`src/rtl/evo_probe_pkg.sv`:
```
// Shared types and helpers for the evolved-circuit probe harness.
// Imported by evo_probe and its synchroniser.
package evo_probe_pkg;

    typedef enum logic [2:0] {
        IDLE,
        SETTLE,
        SAMPLE,
        REPORT,
        DONE
    } state_e;

    localparam int unsigned NUM_VECS = 4;

    // ones_x2 is twice the ones count, so a tie gives 0.
    function automatic logic majority(
        input int unsigned ones_x2,
        input int unsigned samples
    );
        return ones_x2 > samples;
    endfunction

endpackage

```
`src/rtl/sync2.sv`:
```
// Two-flop synchroniser for evolved-circuit outputs.
// Only q (the second flop) may be used downstream.
module sync2
    import evo_probe_pkg::*;
(
    input  logic clk,
    input  logic reset,
    input  logic d,
    output logic q
);

    logic s1_q, s1_d;
    logic s2_q, s2_d;

    always_comb begin
        s1_d = d;
        s2_d = s1_q;
    end

    always_ff @(posedge clk) begin
        if (reset) begin
            s1_q <= 1'b0;
            s2_q <= 1'b0;
        end else begin
            s1_q <= s1_d;
            s2_q <= s2_d;
        end
    end

    assign q = s2_q;

endmodule

```
`src/rtl/evo_probe.sv`:
```
// Sweeps a 2-input evolved circuit through all input vectors and
// measures the ones count, toggles and majority level of its output.
module evo_probe
    import evo_probe_pkg::*;
#(
    parameter int unsigned SETTLE_CYCLES = 16,
    parameter int unsigned SAMPLE_CYCLES = 256,
    parameter int unsigned CNT_W = $clog2(SAMPLE_CYCLES + 1)
) (
    input  logic                clk,
    input  logic                reset,
    input  logic                start,
    output logic [1:0]          dut_in,
    input  logic                dut_out,
    output logic                busy,
    output logic                result_valid,
    output logic [1:0]          result_vec,
    output logic [CNT_W-1:0]    result_ones,
    output logic [CNT_W-1:0]    result_toggles,
    output logic                result_level,
    output logic                done,
    output logic [NUM_VECS-1:0] truth_table,
    output logic                oscillating
);

    localparam int unsigned MAX_CYC =
        (SETTLE_CYCLES > SAMPLE_CYCLES) ? SETTLE_CYCLES : SAMPLE_CYCLES;
    localparam int unsigned CYC_W = $clog2(MAX_CYC);

    state_e                state_q, state_d;
    logic [CYC_W-1:0]      cyc_q, cyc_d;
    logic [1:0]            vec_q, vec_d;
    logic [1:0]            dut_in_q, dut_in_d;
    logic [CNT_W-1:0]      ones_q, ones_d;
    logic [CNT_W-1:0]      tog_q, tog_d;
    logic                  prev_q, prev_d;
    logic [NUM_VECS-1:0]   tt_q, tt_d;
    logic                  osc_q, osc_d;

    logic                  s2;
    logic [CNT_W:0]        ones_x2;
    logic                  level;
    logic                  report;

    sync2 u_sync (
        .clk   (clk),
        .reset (reset),
        .d     (dut_out),
        .q     (s2)
    );

    assign ones_x2 = {ones_q, 1'b0};
    assign level   = majority(32'(ones_x2), SAMPLE_CYCLES);

    always_comb begin
        state_d  = state_q;
        cyc_d    = cyc_q;
        vec_d    = vec_q;
        dut_in_d = dut_in_q;
        ones_d   = ones_q;
        tog_d    = tog_q;
        prev_d   = prev_q;
        tt_d     = tt_q;
        osc_d    = osc_q;

        unique case (state_q)
            IDLE: begin
                if (start) begin
                    state_d  = SETTLE;
                    cyc_d    = '0;
                    vec_d    = 2'd0;
                    dut_in_d = 2'd0;
                    tt_d     = '0;
                    osc_d    = 1'b0;
                end
            end

            SETTLE: begin
                if (cyc_q == CYC_W'(SETTLE_CYCLES - 1)) begin
                    state_d = SAMPLE;
                    cyc_d   = '0;
                    ones_d  = '0;
                    tog_d   = '0;
                end else begin
                    cyc_d = cyc_q + CYC_W'(1);
                end
            end

            SAMPLE: begin
                if (s2 && ones_q != '1) begin
                    ones_d = ones_q + CNT_W'(1);
                end
                // The first sample has no predecessor to compare with.
                if (cyc_q != '0 && s2 != prev_q && tog_q != '1) begin
                    tog_d = tog_q + CNT_W'(1);
                end
                prev_d = s2;
                if (cyc_q == CYC_W'(SAMPLE_CYCLES - 1)) begin
                    state_d = REPORT;
                    cyc_d   = '0;
                end else begin
                    cyc_d = cyc_q + CYC_W'(1);
                end
            end

            REPORT: begin
                tt_d[vec_q] = level;
                osc_d       = osc_q | (tog_q != '0);
                if (vec_q == 2'(NUM_VECS - 1)) begin
                    state_d = DONE;
                end else begin
                    vec_d    = vec_q + 2'd1;
                    dut_in_d = vec_q + 2'd1;
                    cyc_d    = '0;
                    state_d  = SETTLE;
                end
            end

            DONE: begin
                state_d  = IDLE;
                dut_in_d = 2'd0;
            end

            default: state_d = IDLE;
        endcase
    end

    always_ff @(posedge clk) begin
        if (reset) begin
            state_q  <= IDLE;
            cyc_q    <= '0;
            vec_q    <= 2'd0;
            dut_in_q <= 2'd0;
            ones_q   <= '0;
            tog_q    <= '0;
            prev_q   <= 1'b0;
            tt_q     <= '0;
            osc_q    <= 1'b0;
        end else begin
            state_q  <= state_d;
            cyc_q    <= cyc_d;
            vec_q    <= vec_d;
            dut_in_q <= dut_in_d;
            ones_q   <= ones_d;
            tog_q    <= tog_d;
            prev_q   <= prev_d;
            tt_q     <= tt_d;
            osc_q    <= osc_d;
        end
    end

    assign report = (state_q == REPORT);

    assign dut_in         = dut_in_q;
    assign busy           = (state_q == SETTLE) || (state_q == SAMPLE) || report;
    assign result_valid   = report;
    assign result_vec     = report ? vec_q : 2'd0;
    assign result_ones    = report ? ones_q : '0;
    assign result_toggles = report ? tog_q : '0;
    assign result_level   = report & level;
    assign done           = (state_q == DONE);
    assign truth_table    = tt_q;
    assign oscillating    = osc_q;

endmodule
```
`config.mk`:
```
export PLATFORM = sky130hd
export DESIGN_NAME = evo_probe
export DESIGN_NICKNAME = d
export VERILOG_FILES = /design/src/rtl/evo_probe_pkg.sv /design/src/rtl/sync2.sv /design/src/rtl/evo_probe.sv
export SDC_FILE = /design/constraint.sdc
export NUM_CORES = 1
export LEC_CHECK = 0
export ABC_AREA = 1
export CAP_MARGIN = 20
export CORE_MARGIN = 1.5
export CORE_UTILIZATION = 45
export DETAILED_ROUTE_END_ITERATION = 12
export HOLD_SLACK_MARGIN = 0.08
export PLACE_DENSITY = 0.77
export REMOVE_ABC_BUFFERS = 1
export SLEW_MARGIN = 20
export SYNTH_ARGS = -nofsm -noshare
export SYNTH_HDL_FRONTEND = slang
export SYNTH_HIERARCHICAL = 1
export SYNTH_SLANG_ARGS = --single-unit
```
`constraint.sdc`:
```
create_clock -name clk -period 2.25 [get_ports clk]
set_input_delay 0.45 -clock clk [delete_from_list [all_inputs] [get_ports clk]]
set_output_delay 0.45 -clock clk [all_outputs]
set_load 0.005 [all_outputs]
```
==> results of run 1 <==
## cells in the mapped netlist (2+ instances only)
| cell | count |
|---|---|
| sky130_fd_sc_hd__a21oi_1 | 26 |
| sky130_fd_sc_hd__buf_1 | 2 |
| sky130_fd_sc_hd__buf_4 | 2 |
| sky130_fd_sc_hd__buf_6 | 2 |
| sky130_fd_sc_hd__clkbuf_1 | 3 |
| sky130_fd_sc_hd__dfxtp_1 | 41 |
| sky130_fd_sc_hd__ha_1 | 12 |
| sky130_fd_sc_hd__inv_1 | 56 |
| sky130_fd_sc_hd__inv_2 | 3 |
| sky130_fd_sc_hd__nand2_1 | 88 |
| sky130_fd_sc_hd__nand2_2 | 4 |
| sky130_fd_sc_hd__nand2_4 | 2 |
| sky130_fd_sc_hd__nand3_1 | 32 |
| sky130_fd_sc_hd__nand3_2 | 3 |
| sky130_fd_sc_hd__nand4_1 | 9 |
| sky130_fd_sc_hd__nor2_1 | 64 |
| sky130_fd_sc_hd__nor2_2 | 5 |
| sky130_fd_sc_hd__nor3_1 | 5 |
| sky130_fd_sc_hd__o21ai_0 | 14 |
| sky130_fd_sc_hd__o21ai_1 | 2 |
| sky130_fd_sc_hd__xor2_1 | 5 |
## power groups by stage
stage | registers (mW) | logic, mW | clock network [mW]
2_1_floorplan | 0.800 | 0.364 | 0
3_3_place_gp | 0.800 | 0.507 | 0
3_5_place_dp | 0.802 | 0.518 | 0
4_1_cts | 0.783 | 0.552 | 0.639
5_1_grt | 0.790 | 0.621 | 0.677
6_report | 0.785 | 0.554 | 0.630
## kinds of logic after synthesis
group                    share of synthesized area
AND/OR/NAND/NOR                              0.382
AO/OA/AOI/OAI                               0.0942
buffers and inverters                        0.112
XOR/XNOR                                    0.0212
flip-flops                                   0.330
adder cells (fa/ha/maj)                     0.0605
## layer usage
metal  global-route usage  wire (um)
met1                0.257       2730
met2                0.354       2850
met3               0.0452        295
met4               0.0727         56
met5                    0          0
## how the worst min path moves through the flow
stage / from / to / slack (ns) / cells past startpoint
2_1_floorplan: u_sync/s1_q / u_sync/q / 0.39 / 2
3_3_place_gp: u_sync/s1_q / u_sync/q / 0.39 / 2
3_5_place_dp: u_sync/s1_q / u_sync/q / 0.39 / 2
4_1_cts: u_sync/s1_q / u_sync/q / 0.41 / 2
5_1_grt: u_sync/s1_q / u_sync/q / 0.43 / 2
6_report: u_sync/s1_q / u_sync/q / 0.40 / 2
## area by class of cell
type,instances,area [um2]
clock inverters,2,37.5
inverters,59,225
flip-flops and latches,41,825
multi-input cells,276,1400
clock buffers,6,82.6
fillers,494,2090
well taps,70,87.6
repair inverters,1,7.51
repair buffers,46,455
## through the flow
step / cells / hold slack (ns) / instance area (um2) / setup slack [ns]
finish: 501 / 0.402 / 3120 / 0.0706
global route: 501 / 0.427 / 3120 / 0.0110
CTS: 501 / 0.406 / 3070 / 0.000819
detailed placement: 485 / 0.395 / 2890 / 0.151
global placement: 485 / 0.391 / 2890 / 0.188
floorplan: 376 / 0.388 / 2430 / 0.474
## registers in the layout, indices dropped and copies added (netlist names)
register	cells
cyc_q	8
dut_in	2
ones_q	9
oscillating	1
prev_q	1
state_q	3
tog_q	9
truth_table	4
u_sync/q	1
u_sync/s1_q	1
vec_q	2
## worst max-delay path: stages (launching register included)
cell and delay (ns):
sky130_fd_sc_hd__dfxtp_2 0.34, sky130_fd_sc_hd__nand2_2 0.07, sky130_fd_sc_hd__nor2_4 0.17, sky130_fd_sc_hd__clkinvlp_4 0.12, sky130_fd_sc_hd__buf_4 0.14, sky130_fd_sc_hd__nor2_1 0.08, sky130_fd_sc_hd__clkdlybuf4s50_1 0.50
## timing repair
action / 4_1_cts / 5_1_grt
gates cloned: 1 / 0
buffers inserted: 7 / 1
pin swaps: 1 / 1
setup endpoints to repair: 21 / 21
gates resized for setup: 12 / 16
==> flow_summary_export.csv, run 1 <==
group,metric,value,unit
timing,final.min_clock_period,2.18,ns
yosys,synth_top_cells_by_area,"sky130_fd_sc_hd__dfxtp_1 33%, sky130_fd_sc_hd__nand2_1 13%, sky130_fd_sc_hd__nor2_1 9.7%",
final_layout,final_nets,446,
pwr,netSwitchingFraction,0.336,
yosys,syn_inst,385,
pwr,cellPowerDensity,631,mW/mm2
pwr,leakagePower,1.53,nW
final_layout,mostFrequentLayoutCells,"87 x sky130_fd_sc_hd__nand2_1, 64 x sky130_fd_sc_hd__nor2_1, 55 x sky130_fd_sc_hd__inv_1, 38 x sky130_fd_sc_hd__dfxtp_1, 32 x sky130_fd_sc_hd__nand3_1",
die,die_width,77.3,um
worst_setup_path,worstSetupPathType,"reg2out",
yosys,yosys_register_bits,41,
clock_tree,cts_root_buf,"sky130_fd_sc_hd__clkbuf_8",
die,dieHeight,77.3,um
grt,pin_count_of_the_biggest_net_entering_global_routing,27,
worst_setup_path,required_time_of_the_worst_setup_path,1.80,ns
placed_design,post-dp-hpwl,4.05,mm
final_layout,layout.core_utilization,0.599,
clock_tree,cts-root-to-sink-buffers,2,
clock_tree,cts-buffers-inserted,5,
timing,final-max-slew-violation-count,0,
routing,routed_wire_length_per_instance,11.8,um
worst_setup_path,worstSetupStartpointType,"register",
grt,grt_overflow_total,0,
timing,timing.final.crit_share,0.969,
routing,detail_route.wirelength,5.93,mm
clock_tree,htreeDepth,2,
clock_tree,cts-hold-fix-buffers,0,
grt,antenna_found_initial,0,
clock_tree,clkSinkCount,41,
clock_tree,cts.clk_slew.worst_paths,0.09,ns
clock_tree,skew_pair_late_insertion_delay,0.30,ns
worst_setup_path,r2r.worst_path.cells,12,
yosys,netlist-cell-type-count,26,
pwr,power.combinational.fraction,0.281,
final_layout,area_growth_from_synthesis_to_layout,25.5,%
worst_setup_path,worstSetupEndpointType,"primary output",
timing,report.final.hold_viol_count,0,
run_status,status,"finished clean",
pwr,ir_drop,485,uV
timing,clock.fmax,0.459,GHz
routing,via_to_cell_ratio,5.00,
routing,drc,0,
yosys,ys.flop_type,"sky130_fd_sc_hd__dfxtp_1",
timing,actual_slew_at_the_worst_max_slew_pin,0.430,ns
routing,drt-initial-drc-count,136,
timing,fin_worst_skew,0.0135,ns
timing,worst_slew_margin_rel,0.711,
yosys,synth.avg_cell_area,6.45,um2
pwr,final_total_pwr,1.97,mW
die,core_area,0.00520,mm2
yosys,synth_top_cell_by_area,"sky130_fd_sc_hd__dfxtp_1",
worst_setup_path,crit_start,"state_q[0]",
yosys,synth_largest_type_area_fraction,0.330,
timing,rsz_0062_raised_after_global_routing,"no",
clock_tree,cts_tree,"built",
run,maxCapViolCount,0,
die,initial_core_util,0.477,
routing,routed-via-count,2505,
yosys,synth.yosys.seq_area_share,0.330,
pwr,sequentialPowerShare,0.399,
worst_setup_path,critical_path.reg2reg.startpoint,"tog_q[1]",
grt,grt_pass1_wl,10.1,mm
worst_setup_path,destination_of_the_worst_register_to_register_timing_path,"tog_q[4]",
worst_setup_path,critPathArrivalTime,1.73,ns
final_layout,most_common_library_cell_in_the_layout_ignoring_fill_and_taps,"sky130_fd_sc_hd__nand2_1",
pwr,cellInternalPower,1.31,mW
yosys,syn_area,0.00248,mm2
die,boundaryPins,35,
timing,setup_viol_count_final,0,
routing,drt-pass1-iter-count,4,
grt,groute.usage.overall,0.208,
final_layout,antenna-diode-count,0,
pwr,clockPowerShare,0.320,
placed_design,globalplace.congestion,0.879,
worst_setup_path,timing.critical_path.fanout_max,3,
grt,via_count_of_the_first_global_routing_pass,2315,
die,fp.dieArea,0.00597,mm2
yosys,synth-edff-count,0,
timing,final.setup.tns,0,ns
die,rows,26,
final_layout,layout-drive-gt1-share,0.107,
yosys,synthArstFlopShare,0,
routing,final_antenna_net_count,0,
hold_path,min-delay-path-class,"reg2reg",
worst_setup_path,r2r_slack,0.25,ns
pwr,total_switching_power,662,uW
yosys,synth.yosys.warnings,6,
placed_design,portBuffers,34,
worst_setup_path,critical_path.endpoint,"result_vec[0]",
(Power assumes the default switching activity.)
==> run 2, diff against run 1 <==
--- a/config.mk
+++ b/config.mk
@@ -10,6 +10,7 @@
 export CORE_MARGIN = 1.5
 export CORE_UTILIZATION = 45
 export DETAILED_ROUTE_END_ITERATION = 12
+export GPL_TIMING_DRIVEN = 1
 export HOLD_SLACK_MARGIN = 0.08
 export PLACE_DENSITY = 0.77
 export REMOVE_ABC_BUFFERS = 1
==> results of run 2 <==
Final layout, timing and power as in run 1 (identical DEF).
==> run 3, diff against run 2 <==
--- a/config.mk
+++ b/config.mk
@@ -8,11 +8,11 @@
 export ABC_AREA = 1
 export CAP_MARGIN = 20
 export CORE_MARGIN = 1.5
-export CORE_UTILIZATION = 45
+export CORE_UTILIZATION = 38
 export DETAILED_ROUTE_END_ITERATION = 12
 export GPL_TIMING_DRIVEN = 1
 export HOLD_SLACK_MARGIN = 0.08
-export PLACE_DENSITY = 0.77
+export PLACE_DENSITY = 0.68
 export REMOVE_ABC_BUFFERS = 1
 export SLEW_MARGIN = 20
 export SYNTH_ARGS = -nofsm -noshare
==> run 3 against run 2 <==
Power increased by 5.5%. Highest routed layer unchanged. Via count decreased by 1.7%. First-iteration DRC count increased by 23%. Final area increased by 2.2%. Worst hold slack improved by 0.0067 ns. Sequential share of layout area decreased by 0.57 points. Non-clock buffer count increased by 2. Core utilization decreased by 9.7 points. Die area increased by 18%. Critical path type unchanged. Global-route usage decreased by 3.2 points. Final cell count increased by 2.0%.
==> flow_summary_export.csv, run 3 (synthesis results as in run 1) <==
group,metric,value,unit
final_layout,antenna-diode-count,0,
timing,actual_slew_at_the_worst_max_slew_pin,0.466,ns
final_layout,top_regs,"ones_q x9, tog_q x9, cyc_q x8",
final_layout,most_common_library_cell_in_the_layout_ignoring_fill_and_taps,"sky130_fd_sc_hd__nand2_1",
placed_design,dpl.cell_count,492,
timing,final.min_clock_period,2.19,ns
die,fp.dieArea,0.00703,mm2
worst_setup_path,crit_path_cell_trace,"nand2_2 > nor2_4 > clkinvlp_4 > nor2_2 > clkdlybuf4s50_1",
grt,grt_overflow_total,0,
worst_setup_path,worstSetupEndpointType,"primary output",
pwr,ir_drop,344,uV
routing,drt-initial-drc-count,167,
grt,pin_count_of_the_biggest_net_entering_global_routing,27,
grt,antenna_found_initial,0,
timing,setup_viol_count_final,0,
grt,global_route.peak_usage_layer,"met2",
die,dieHeight,83.8,um
clock_tree,clkSinkCount,41,
worst_setup_path,worstSetupStartpointType,"register",
clock_tree,cts_tree,"built",
grt,grt_pass1_wl,10.3,mm
grt,gr-usage-met1,0.233,
pwr,cellPowerDensity,652,mW/mm2
timing,timing.final.crit_share,0.973,
timing,final-max-slew-violation-count,0,
die,rows,29,
routing,detail_route.wirelength,5.92,mm
clock_tree,cts-root-to-sink-buffers,2,
clock_tree,cts.clk_slew.worst_paths,0.08,ns
timing,timing.hold.ws,0.409,ns
timing,clock.fmax,0.457,GHz
routing,drt-pass1-iter-count,4,
placed_design,post-dp-hpwl,4.01,mm
routing,drc,0,
run,maxCapViolCount,0,
worst_setup_path,worstSetupPathType,"reg2out",
grt,global_route.usage.met3,0.0317,
die,core_area,0.00635,mm2
worst_setup_path,critPathArrivalTime,1.74,ns
clock_tree,skew_pair_late_insertion_delay,0.30,ns
run_status,status,"finished clean",
die,boundaryPins,35,
worst_setup_path,standard_cell_with_the_maximum_stage_delay_on_the_critical_path,"sky130_fd_sc_hd__clkdlybuf4s50_1",
routing,via_to_cell_ratio,4.82,
final_layout,area_growth_from_synthesis_to_layout,28.3,%
die,die_width,83.8,um
routing,routed-via-count,2462,
timing,report.final.hold_viol_count,0,
pwr,leakagePower,1.52,nW
hold_path,min-delay-path-class,"reg2reg",
placed_design,globalplace.congestion,0.806,
grt,global_route.usage.met2,0.295,
routing,routed_wire_length_per_instance,11.6,um
pwr,final_total_pwr,2.08,mW
clock_tree,cts-buffers-inserted,5,
timing,final.setup.tns,0,ns
timing,fin_worst_skew,0.0118,ns
final_layout,multi_input_comb_area,0.00142,mm2
clock_tree,htreeDepth,2,
final_layout,register_area,825,um2
die,initial_core_util,0.391,
placed_design,portBuffers,34,
final_layout,layout.core_utilization,0.502,
worst_setup_path,timing.critical_path.slowest_cell_delay,0.51,ns
clock_tree,cts_root_buf,"sky130_fd_sc_hd__clkbuf_8",
worst_setup_path,required_time_of_the_worst_setup_path,1.80,ns
final_layout,mostFrequentLayoutCells,"87 x sky130_fd_sc_hd__nand2_1, 58 x sky130_fd_sc_hd__nor2_1, 55 x sky130_fd_sc_hd__inv_1, 38 x sky130_fd_sc_hd__dfxtp_1, 32 x sky130_fd_sc_hd__nand3_1",
worst_setup_path,timing.critical_path.fanout_max,6,
final_layout,fill_cells,616,
routing,final_antenna_net_count,0,
final_layout,finalNonFillerCells,511,
clock_tree,cts-hold-fix-buffers,0,
timing,worst_slew_margin_rel,0.687,
grt,via_count_of_the_first_global_routing_pass,2366,
final_layout,layout-drive-gt1-share,0.129,
final_layout,final_nets,449,
grt,groute.usage.overall,0.177,
run 3: cell count changes in the layout (fill, tap and decap cells not counted), moves of 2 or more:
cell	change
sky130_fd_sc_hd__nor2_1	-6
sky130_fd_sc_hd__nor2_2	+6
sky130_fd_sc_hd__buf_6	+2
sky130_fd_sc_hd__dlymetal6s2s_1	-2
run 3: path summary, 6_finish.rpt:
path | start | slack [ns] | end | cells after the start
worst max register to register | ones_q[0] | 0.23 | ones_q[1] | 12
worst min-delay path | u_sync/s1_q | 0.41 | u_sync/q | 2
worst max-delay path | state_q[0] | 0.06 | result_ones[5] | 5
worst min register to register | u_sync/s1_q | 0.41 | u_sync/q | 2
run 3: critical path: cells and delay by family, from the launching register on:
kind | cells | cell delay, ns
buffers and inverters | 2 | 0.73
AND/OR/NAND/NOR | 3 | 0.37
flip-flops | 1 | 0.34
run 3: what timing repair did:
| item | CTS | global route |
|---|---|---|
| gates resized for setup | 19 | 18 |
| endpoints found under the setup margin | 21 | 16 |
| pin swaps | 5 | 2 |
| setup buffers | 6 | 3 |
| cloned | 2 | 0 |
run 3: final cells by class:
cell class / instances / area share
Multi-Input combinational cell: 276 / 0.444
Sequential cell: 41 / 0.259
Timing Repair Buffer: 48 / 0.148
Inverter: 59 / 0.0707
Tap cell: 77 / 0.0302
Clock buffer: 5 / 0.0216
Clock inverter: 3 / 0.0216
Timing Repair inverter: 2 / 0.00471
run 3: per-stage QoR:
| step | setup slack (ns) | cell area [um2] |
|---|---|---|
| floorplan | 0.474 | 2430 |
| global placement | 0.195 | 2900 |
| detailed placement | 0.156 | 2900 |
| CTS | 0.000813 | 3120 |
| global route | -0.0322 | 3190 |
| finish | 0.0598 | 3190 |
run 3: per-layer routing:
layer  part of all wire  vias up
met4              0.011        0
met1               0.49     1106
li1                   -     1307
met5                  0        -
met3              0.034        7
met2               0.47       42
run 3: report_power, final:
part / internal (mW) / switching [mW] / total, mW
sequential: 0.760 / 0.0262 / 0.786
clock: 0.447 / 0.276 / 0.722
combinational: 0.193 / 0.376 / 0.569
total: 1.40 / 0.678 / 2.08
